==> src/rtl/simd_serial_sub_pkg.sv <==
`default_nettype none
// ============================================================================
// Module      : simd_serial_sub_pkg (TYPES, FUNCS, simd_serial_sub_pkg)
// Description : Shared types, lane-mask helpers and FSM encoding for the
//               chunk-serial SIMD subtractor.
// Revision    : 1.0 - initial release
// ============================================================================
package TYPES;
    typedef logic [255:0] prng_t;
    typedef logic [2:0]   width_t;   // {is256, is128, is64}

    typedef struct packed {
        logic        borrow;
        logic [31:0] value;
    } u32_w_c_t;
endpackage

package FUNCS;
    import TYPES::*;

    // One bit per 32-bit boundary: set where a carry must NOT ripple across.
    function automatic logic [255:0] make_carry_mask(input width_t w);
        logic [255:0] m;
        m = '0;
        for (int k = 1; k < 8; k++) begin
            if ((k % 2) == 1)
                m[32*k] = ~w[0];
            else if (k == 4)
                m[32*k] = ~w[2];
            else
                m[32*k] = ~w[1];
        end
        return m;
    endfunction

    function automatic logic [7:0] make_lane_start(input width_t w);
        logic [255:0] m;
        logic [7:0]   s;
        m    = make_carry_mask(w);
        s    = '0;
        s[0] = 1'b1;
        for (int k = 1; k < 8; k++)
            s[k] = m[32*k];
        return s;
    endfunction
endpackage

package simd_serial_sub_pkg;
    localparam int C_NUM_CHUNKS = 8;

    typedef enum logic [1:0] {
        ST_IDLE = 2'd0,
        ST_BUSY = 2'd1,
        ST_DONE = 2'd2
    } state_t;
endpackage
`default_nettype wire

==> src/rtl/simd_serial_sub_sub32_w_b.sv <==
`default_nettype none
// ============================================================================
// Module      : sub32_w_b
// Description : Combinational 32-bit subtract with borrow-in and borrow-out.
// Revision    : 1.0 - initial release
// ============================================================================
module sub32_w_b
    import TYPES::*;
(
    input  logic [31:0] i_a,
    input  logic [31:0] i_b,
    input  logic        i_borrow,
    output u32_w_c_t    o_res
);
    logic [32:0] w_diff;

    // The 33rd bit of the extended difference is the borrow-out.
    assign w_diff = {1'b0, i_a} - {1'b0, i_b} - {32'd0, i_borrow};
    assign o_res  = u32_w_c_t'(w_diff);
endmodule
`default_nettype wire

==> src/rtl/simd_serial_sub.sv <==
`default_nettype none
// ============================================================================
// Module      : simd_serial_sub
// Description : 256-bit SIMD subtractor (32/64/128/256-bit lanes) processing
//               one 32-bit chunk per cycle with a valid/ready handshake.
// Revision    : 1.0 - initial release
// ============================================================================
module simd_serial_sub
    import TYPES::*;
    import FUNCS::*;
    import simd_serial_sub_pkg::*;
(
    input  logic       clk,
    input  logic       rst_n,
    input  logic       valid_i,
    output logic       ready_o,
    input  prng_t      a_i,
    input  prng_t      b_i,
    input  width_t     width_i,
    output logic       valid_o,
    input  logic       ready_i,
    output prng_t      diff_o,
    output logic [7:0] borrow_o
);
    state_t     r_state;
    prng_t      r_a;
    prng_t      r_b;
    width_t     r_width;
    logic [2:0] r_cnt;
    logic       r_borrow;

    logic [7:0]  w_lane_start;
    logic [7:0]  w_lane_end;
    logic [7:0]  w_base;
    logic        w_borrow_in;
    u32_w_c_t    w_res;

    assign w_lane_start = make_lane_start(r_width);
    // A chunk ends its lane when the next chunk starts one, or it is the top chunk.
    assign w_lane_end   = {1'b1, w_lane_start[7:1]};
    assign w_base       = {r_cnt, 5'd0};
    assign w_borrow_in  = w_lane_start[r_cnt] ? 1'b0 : r_borrow;

    sub32_w_b u_sub (
        .i_a      (r_a[w_base +: 32]),
        .i_b      (r_b[w_base +: 32]),
        .i_borrow (w_borrow_in),
        .o_res    (w_res)
    );

    always_ff @(posedge clk or negedge rst_n) begin
        if (!rst_n) begin
            r_state  <= ST_IDLE;
            r_a      <= '0;
            r_b      <= '0;
            r_width  <= '0;
            r_cnt    <= '0;
            r_borrow <= 1'b0;
            ready_o  <= 1'b0;
            valid_o  <= 1'b0;
            diff_o   <= '0;
            borrow_o <= '0;
        end else begin
            case (r_state)
                ST_IDLE: begin
                    if (valid_i && ready_o) begin
                        r_a      <= a_i;
                        r_b      <= b_i;
                        r_width  <= width_i;
                        r_cnt    <= '0;
                        r_borrow <= 1'b0;
                        diff_o   <= '0;
                        borrow_o <= '0;
                        ready_o  <= 1'b0;
                        r_state  <= ST_BUSY;
                    end else begin
                        ready_o  <= 1'b1;
                    end
                end
                ST_BUSY: begin
                    diff_o[w_base +: 32] <= w_res.value;
                    borrow_o[r_cnt]      <= w_res.borrow & w_lane_end[r_cnt];
                    r_borrow             <= w_res.borrow;
                    r_cnt                <= r_cnt + 3'd1;
                    if (r_cnt == 3'(C_NUM_CHUNKS - 1)) begin
                        valid_o <= 1'b1;
                        r_state <= ST_DONE;
                    end
                end
                ST_DONE: begin
                    if (ready_i) begin
                        valid_o <= 1'b0;
                        ready_o <= 1'b1;
                        r_state <= ST_IDLE;
                    end
                end
                default: begin
                    valid_o <= 1'b0;
                    ready_o <= 1'b0;
                    r_state <= ST_IDLE;
                end
            endcase
        end
    end
endmodule
`default_nettype wire

==> config.mk <==
export PLATFORM = sky130hd
export DESIGN_NAME = simd_serial_sub
export DESIGN_NICKNAME = d
export VERILOG_FILES = /design/src/rtl/simd_serial_sub_pkg.sv /design/src/rtl/simd_serial_sub_sub32_w_b.sv /design/src/rtl/simd_serial_sub.sv
export SDC_FILE = /design/constraint.sdc
export NUM_CORES = 1
export LEC_CHECK = 0
export ABC_AREA = 0
export CAP_MARGIN = 10
export CORE_MARGIN = 4
export CORE_UTILIZATION = 41
export CTS_BUF_LIST = sky130_fd_sc_hd__clkbuf_8 sky130_fd_sc_hd__clkbuf_16
export CTS_CLUSTER_DIAMETER = 50
export DETAILED_ROUTE_END_ITERATION = 7
export MAX_ROUTING_LAYER = met4
export PLACE_DENSITY = 0.68
export SLEW_MARGIN = 25
export SYNTH_ARGS = -nofsm -noshare
export SYNTH_HDL_FRONTEND = slang
export SYNTH_HIERARCHICAL = 1
export SYNTH_SLANG_ARGS = --single-unit
==> constraint.sdc <==
create_clock -name clk -period 5.1 [get_ports clk]
set_input_delay 1.02 -clock clk [delete_from_list [all_inputs] [get_ports clk]]
set_output_delay 1.02 -clock clk [all_outputs]
set_load 0.005 [all_outputs]
==> results of run 1 <==
state kept, by name, indices dropped and copies added (netlist names):
signal / count
diff_o: 256
r_a: 256
r_cnt: 3
valid_o: 1
ready_o: 1
r_borrow: 1
borrow_o: 8
r_width: 3
r_state: 2
r_b: 256
cells in the mapped netlist, drive strengths merged (6+ instances only):
library cell  instances
o311ai                6
o22a                 18
nand2b                6
o21ai                34
o2bb2ai               6
a221o                 9
a21o                  6
buf                 186
or3b                  6
and3                  6
o22ai                 7
clkbuf               63
nor2b                10
nor2                 16
mux2i               319
nand4                10
a21oi                41
mux4                 46
o211ai                7
dfrtp               787
ha                   67
inv                 142
mux2                 16
nand2              1902
a221oi               25
nand3                25
xor2                 16
o221ai               32
xnor2                16
a22oi                49
critical path, cell delays in order (launching register included):
cell      delay [ns]
dfrtp_4         0.60
buf_4           0.25
buf_4           0.32
mux2_2          0.37
a221oi_1        0.41
o221ai_1        0.22
ha_1            0.32
inv_1           0.06
ha_1            0.36
a21oi_1         0.26
o21ai_0         0.14
or2_2           0.32
o221a_2         0.26
o31ai_4         0.09
o31ai_1         0.12
xor2_1          0.25
inv_2           0.14
mux2i_1         0.15
cells by family after synthesis:
logic type               Yosys count  share of synthesized area
AND/OR/NAND/NOR                 2004                     0.2103
buffers and inverters            393                    0.05088
XOR/XNOR                          32                   0.007558
multiplexers                     381                     0.1189
AO/OA/AOI/OAI                    276                    0.05756
adder cells (fa/ha/maj)           69                    0.02369
flip-flops                       787                     0.5311
routing by layer:
layer	share of wire	global-route usage	up-vias
met5	0	-	-
met4	0.042	0.1209	0
met3	0.068	0.04984	263
met2	0.48	0.4618	1303
met1	0.41	0.3685	15412
li1	-	-	14283
repair_timing:
item | CTS | global route
gates resized for setup | 0 | 5
hold endpoints to repair | 0 | 0
endpoints found under the setup margin | 0 | 10
final timing paths:
kind                       slack, ns  cells past startpoint                 endpoint
max                             0.31                     17  diff_o[249]$_DFFE_PN0P_
min                             0.27                      1     r_a[109]$_DFFE_PN0P_
max reg2reg                     0.31                     17  diff_o[249]$_DFFE_PN0P_
min reg2reg                     0.47                      2     r_b[222]$_DFFE_PN0P_
max in group asynchronous       3.29                      3      r_a[96]$_DFFE_PN0P_
min in group clk                0.47                      2     r_b[222]$_DFFE_PN0P_
through the flow:
step                hold slack (ns)  instances  worst slack (ns)
finish                       0.2684       5948            0.3094
detailed placement           0.4561       5747            0.2275
floorplan                    0.4379       3942             1.169
global placement             0.4532       5747            0.3519
CTS                          0.4487       5922            0.1998
global route                 0.2872       5946           0.03320
final cells by class:
| class | instances | share of cell area |
|---|---|---|
| timing repair buffer | 881 | 0.1784 |
| clock inverter | 69 | 0.01711 |
| antenna | 23 | 0.001161 |
| inverter | 144 | 0.01090 |
| sequential | 787 | 0.3975 |
| clock buffer | 106 | 0.05079 |
| tap | 1176 | 0.02968 |
| multi-input combinational | 2762 | 0.3144 |
==> impl_metrics.tcl, run 1 <==
set metrics [dict create \
    status "finished clean" \
    synth.top_cell.area_share 0.5311 \
    clk_latency_ns 0.69 \
    period_needed_ns 4.791 \
    worst-endpoint-required_ns 5.64 \
    nets 5258 \
    layout_commonest_cell "nand2_1" \
    criticalPathCategory "reg2reg" \
    drcViolationCount 0 \
    worstPathMaxFanout 19 \
    tightest_slew_ns 1.026 \
    avgSynthCellArea_um2 9.407 \
    post_route_cells_drive_above_1_share 0.07854 \
    cts_max_path_buffers 3 \
    cts_tree "built" \
    multiInputGateArea_um2 15580 \
    design_area_um2 49570 \
    drt_wl_total_um 138000 \
    dieWidth_um 308.7 \
    clk_pin_slew_ns 0.06 \
    syn-num-nets 4530 \
    numCtsBuffers 94 \
    synth_edf_count 0 \
    worst_setup_path_start_kind "flip-flop" \
    gp_congestion 0.9387 \
    nFillCells 8046 \
    min_period_over_period 0.9393 \
    drtPass1Iterations 6 \
    fin_skew_ns 0.07282 \
    initial_core_util 0.4126 \
    via_per_inst 5.256 \
    vias 31261 \
    die-area_um2 95320 \
    gr-total-overflow 0 \
    hpwl_um 102600 \
    htreeDepth 3 \
    synth.area.top_cells "dfrtp_1 (53%), nand2_1 (19%), mux2i_1 (8.6%), mux4_2 (2.8%), ha_1 (2.3%)" \
    yosys_most_used_dff "dfrtp_1" \
    critPathCaptureType "flip-flop" \
    rsz0062_at_grt "false" \
    wl_per_cell_um 23.21 \
    synth-async-reset-ratio 1.000 \
    ys_types 79 \
    max_freq_mhz 208.7 \
    root_buffer "clkbuf_16" \
    final_cell_mix "nand2_1 (1899), dfrtp_1 (784), clkdlybuf4s50_1 (783)" \
    core-area_um2 89870 \
    drt_iter0_drc 2908 \
    gr-usage-all-layers 0.2898 \
    fin_util 0.5515 \
    antenna_found_initial 22 \
    setup_viol 0 \
    cts.sinks 787 \
    ys_ff_latch 787 \
    postRouteAntennaNets 0 \
    grt_pass1_vias 31215 \
    yosysTopAreaCell "dfrtp_1" \
    slew_violations 0 \
    seq_area_frac_synth 0.5311 \
    max-cap-violations 0 \
    ff_latch_area_um2 19710 \
    grt_pass1_wl_um 200800 \
    cts_hold_buf 0 \
    io_pins 785 \
    io_buffers 784 \
    relSlewSlack 0.3153 \
    post_dp_cell_area_um2 46050 \
    die_h_um 308.7 \
    area_delta_synth_final_pct 33.67 \
    ys_warn_count 6 \
    reg2reg_from "r_cnt[2]$_DFFE_PN0P_" \
    finalHoldViolations 0 \
    hold_class "in2async" \
    cp-startpoint "r_cnt[2]$_DFFE_PN0P_" \
    worst_ep_arrival_time_ns 5.33 \
    setup-tns-final_ns 0 \
    netlist_instances 3942 \
    grt_start_max_net_pins 236 \
    netlist_area_um2 37080 \
    cts_setup_buffers 0 \
    row_count 110 \
]
Power of run 1 is not shown: default switching activity piles up to over one toggle a cycle in this logic, so the estimate is an artifact.
==> run 2: changes to the inputs <==
SLEW_MARGIN = 5   (was 25)
==> run 2 against run 1 <==
  * Global-route usage unchanged
  * Critical path depth down 1
  * Sequential share of layout area up 0.066 points
  * Largest cell class unchanged
==> impl_metrics.tcl, run 2 (synthesis results as in run 1) <==
set metrics [dict create \
    grt_use_met3 0.04984 \
    antenna_found_initial 22 \
    max-cap-violations 0 \
    gp_congestion 0.9387 \
    hpwl_um 102600 \
    final_cell_mix "nand2_1 (1899), dfrtp_1 (784), clkdlybuf4s50_1 (783)" \
    hold_class "in2async" \
    cts_max_path_buffers 3 \
    relSlewSlack 0.1785 \
    busiest_layer "met2" \
    cts.sinks 787 \
    drtPass1Iterations 5 \
    grt_pass1_vias 31215 \
    htreeDepth 3 \
    rsz0062_at_grt "false" \
    layout_commonest_cell "nand2_1" \
    reg2reg_from "r_cnt[2]$_DFFE_PN0P_" \
    worst_setup_path_start_kind "flip-flop" \
    critPathMaxStageDelay_ns 0.61 \
    path_buf_inv 4 \
    clk_pin_slew_ns 0.06 \
    grt_pass1_wl_um 200800 \
    worst-endpoint-required_ns 5.61 \
    root_buffer "clkbuf_16" \
    worst_ep_arrival_time_ns 5.31 \
    worstPathMaxFanout 19 \
    clk_latency_ns 0.70 \
    finalHoldViolations 0 \
    drt_iter0_drc 3025 \
    status "finished clean" \
    io_pins 785 \
    met1_usage 0.3685 \
    dieWidth_um 308.7 \
    gr-usage-all-layers 0.2898 \
    postRouteAntennaNets 0 \
    max_freq_mhz 208.3 \
    die_h_um 308.7 \
    slew_violations 0 \
    vias 31337 \
    critPathCaptureType "flip-flop" \
    min_period_over_period 0.9413 \
    cts_setup_buffers 0 \
    area_delta_synth_final_pct 33.45 \
    die-area_um2 95320 \
    criticalPathCategory "reg2reg" \
    io_buffers 784 \
    reg2reg_slack_ns 0.30 \
    grt.met2_usage 0.4618 \
    initial_core_util 0.4126 \
    drt_wl_total_um 138000 \
    core-area_um2 89870 \
    setup-tns-final_ns 0 \
    fin_skew_ns 0.07289 \
    tightest_slew_ns 1.232 \
    path_delay_family "compound AO/OA/AOI/OAI gates" \
    critical_path.cell_chain "buf_4 -> buf_4 -> mux2_2 -> a221oi_1 -> o221ai_1 -> ha_1 -> inv_1 -> ha_1 -> a21oi_1 -> o21ai_0 -> or2_2 -> o221a_2 -> o31ai_4 -> xnor2_1 -> inv_1 -> mux2i_1" \
    drcViolationCount 0 \
    row_count 110 \
    fin_util 0.5506 \
    gr-total-overflow 0 \
    period_needed_ns 4.801 \
    post_route_cells_drive_above_1_share 0.07796 \
    wl_per_cell_um 23.20 \
    numCtsBuffers 94 \
    nets 5255 \
    via_per_inst 5.271 \
    worstReg2RegEnd "diff_o[21]$_DFFE_PN0P_" \
    setup_viol 0 \
    cts_tree "built" \
    grt_start_max_net_pins 236 \
    slowest_stage "dfrtp_4" \
    worstRegToRegCells 16 \
    largestRegisters "diff_o: 256 flops, r_a: 256 flops, r_b: 256 flops" \
]
[run 2: changes by cell type in the layout (fill, tap and decap cells not counted), sizes merged]
cell | previous run | this run
buf | 98 | 95
[run 2: final cells by class]
cell class,instances,area [um2]
timing repair buffer,878,8762
antenna,23,57.56
clock inverter,69,848.3
clock buffer,106,2517
fill,8055,40390
tap,1176,1471
sequential,787,19710
inverter,144,540.5
multi-input combinational,2762,15580
[run 2: repair_timing]
action | in CTS | in global routing
gates resized for setup | 0 | 5
hold buffers | 0 | 0
endpoints found under the setup margin | 0 | 10
[run 2: worst reg2reg max path: stages (launching register included)]
cell	delay, ns
dfrtp_4	0.61
buf_4	0.26
buf_4	0.32
mux2_2	0.38
a221oi_1	0.41
o221ai_1	0.22
ha_1	0.31
inv_1	0.06
ha_1	0.37
a21oi_1	0.26
o21ai_0	0.14
or2_2	0.32
o221a_2	0.26
o31ai_4	0.09
xnor2_1	0.14
inv_1	0.34
mux2i_1	0.15
[run 2: worst max-delay path by stage]
stage / slack (ns) / endpoint / from / cells past startpoint
global placement: 0.35 / borrow_o[4]$_DFFE_PN0P_ / r_cnt[1]$_DFFE_PN0P_ / 18
floorplan: 1.17 / borrow_o[7]$_DFFE_PN0P_ / r_cnt[2]$_DFFE_PN0P_ / 15
detailed placement: 0.23 / diff_o[61]$_DFFE_PN0P_ / r_cnt[2]$_DFFE_PN0P_ / 17
finish: 0.30 / diff_o[21]$_DFFE_PN0P_ / r_cnt[2]$_DFFE_PN0P_ / 16
global route: 0.01 / diff_o[213]$_DFFE_PN0P_ / r_cnt[2]$_DFFE_PN0P_ / 16
CTS: 0.20 / diff_o[125]$_DFFE_PN0P_ / r_cnt[2]$_DFFE_PN0P_ / 17
[run 2: layer usage]
layer  routed length [um]  vias to the layer above  share of wire
li1                     -                    14293              -
met4                 5747                        0          0.042
met2                66130                     1304           0.48
met1                56360                    15487           0.41
met3                 9711                      253          0.070
met5                    0                        -              0
[run 2: stage by stage]
stage / cell area, um2 / setup slack (ns) / hold WS [ns] / cells
5_1_grt: 49480 / 0.01031 / 0.4690 / 5943
6_report: 49490 / 0.2994 / 0.3880 / 5945
4_1_cts: 49410 / 0.1998 / 0.4487 / 5922
3_3_place_gp: 46050 / 0.3519 / 0.4532 / 5747
2_1_floorplan: 37080 / 1.169 / 0.4379 / 3942
3_5_place_dp: 46050 / 0.2275 / 0.4561 / 5747
Power of run 2 is left out for the same reason.
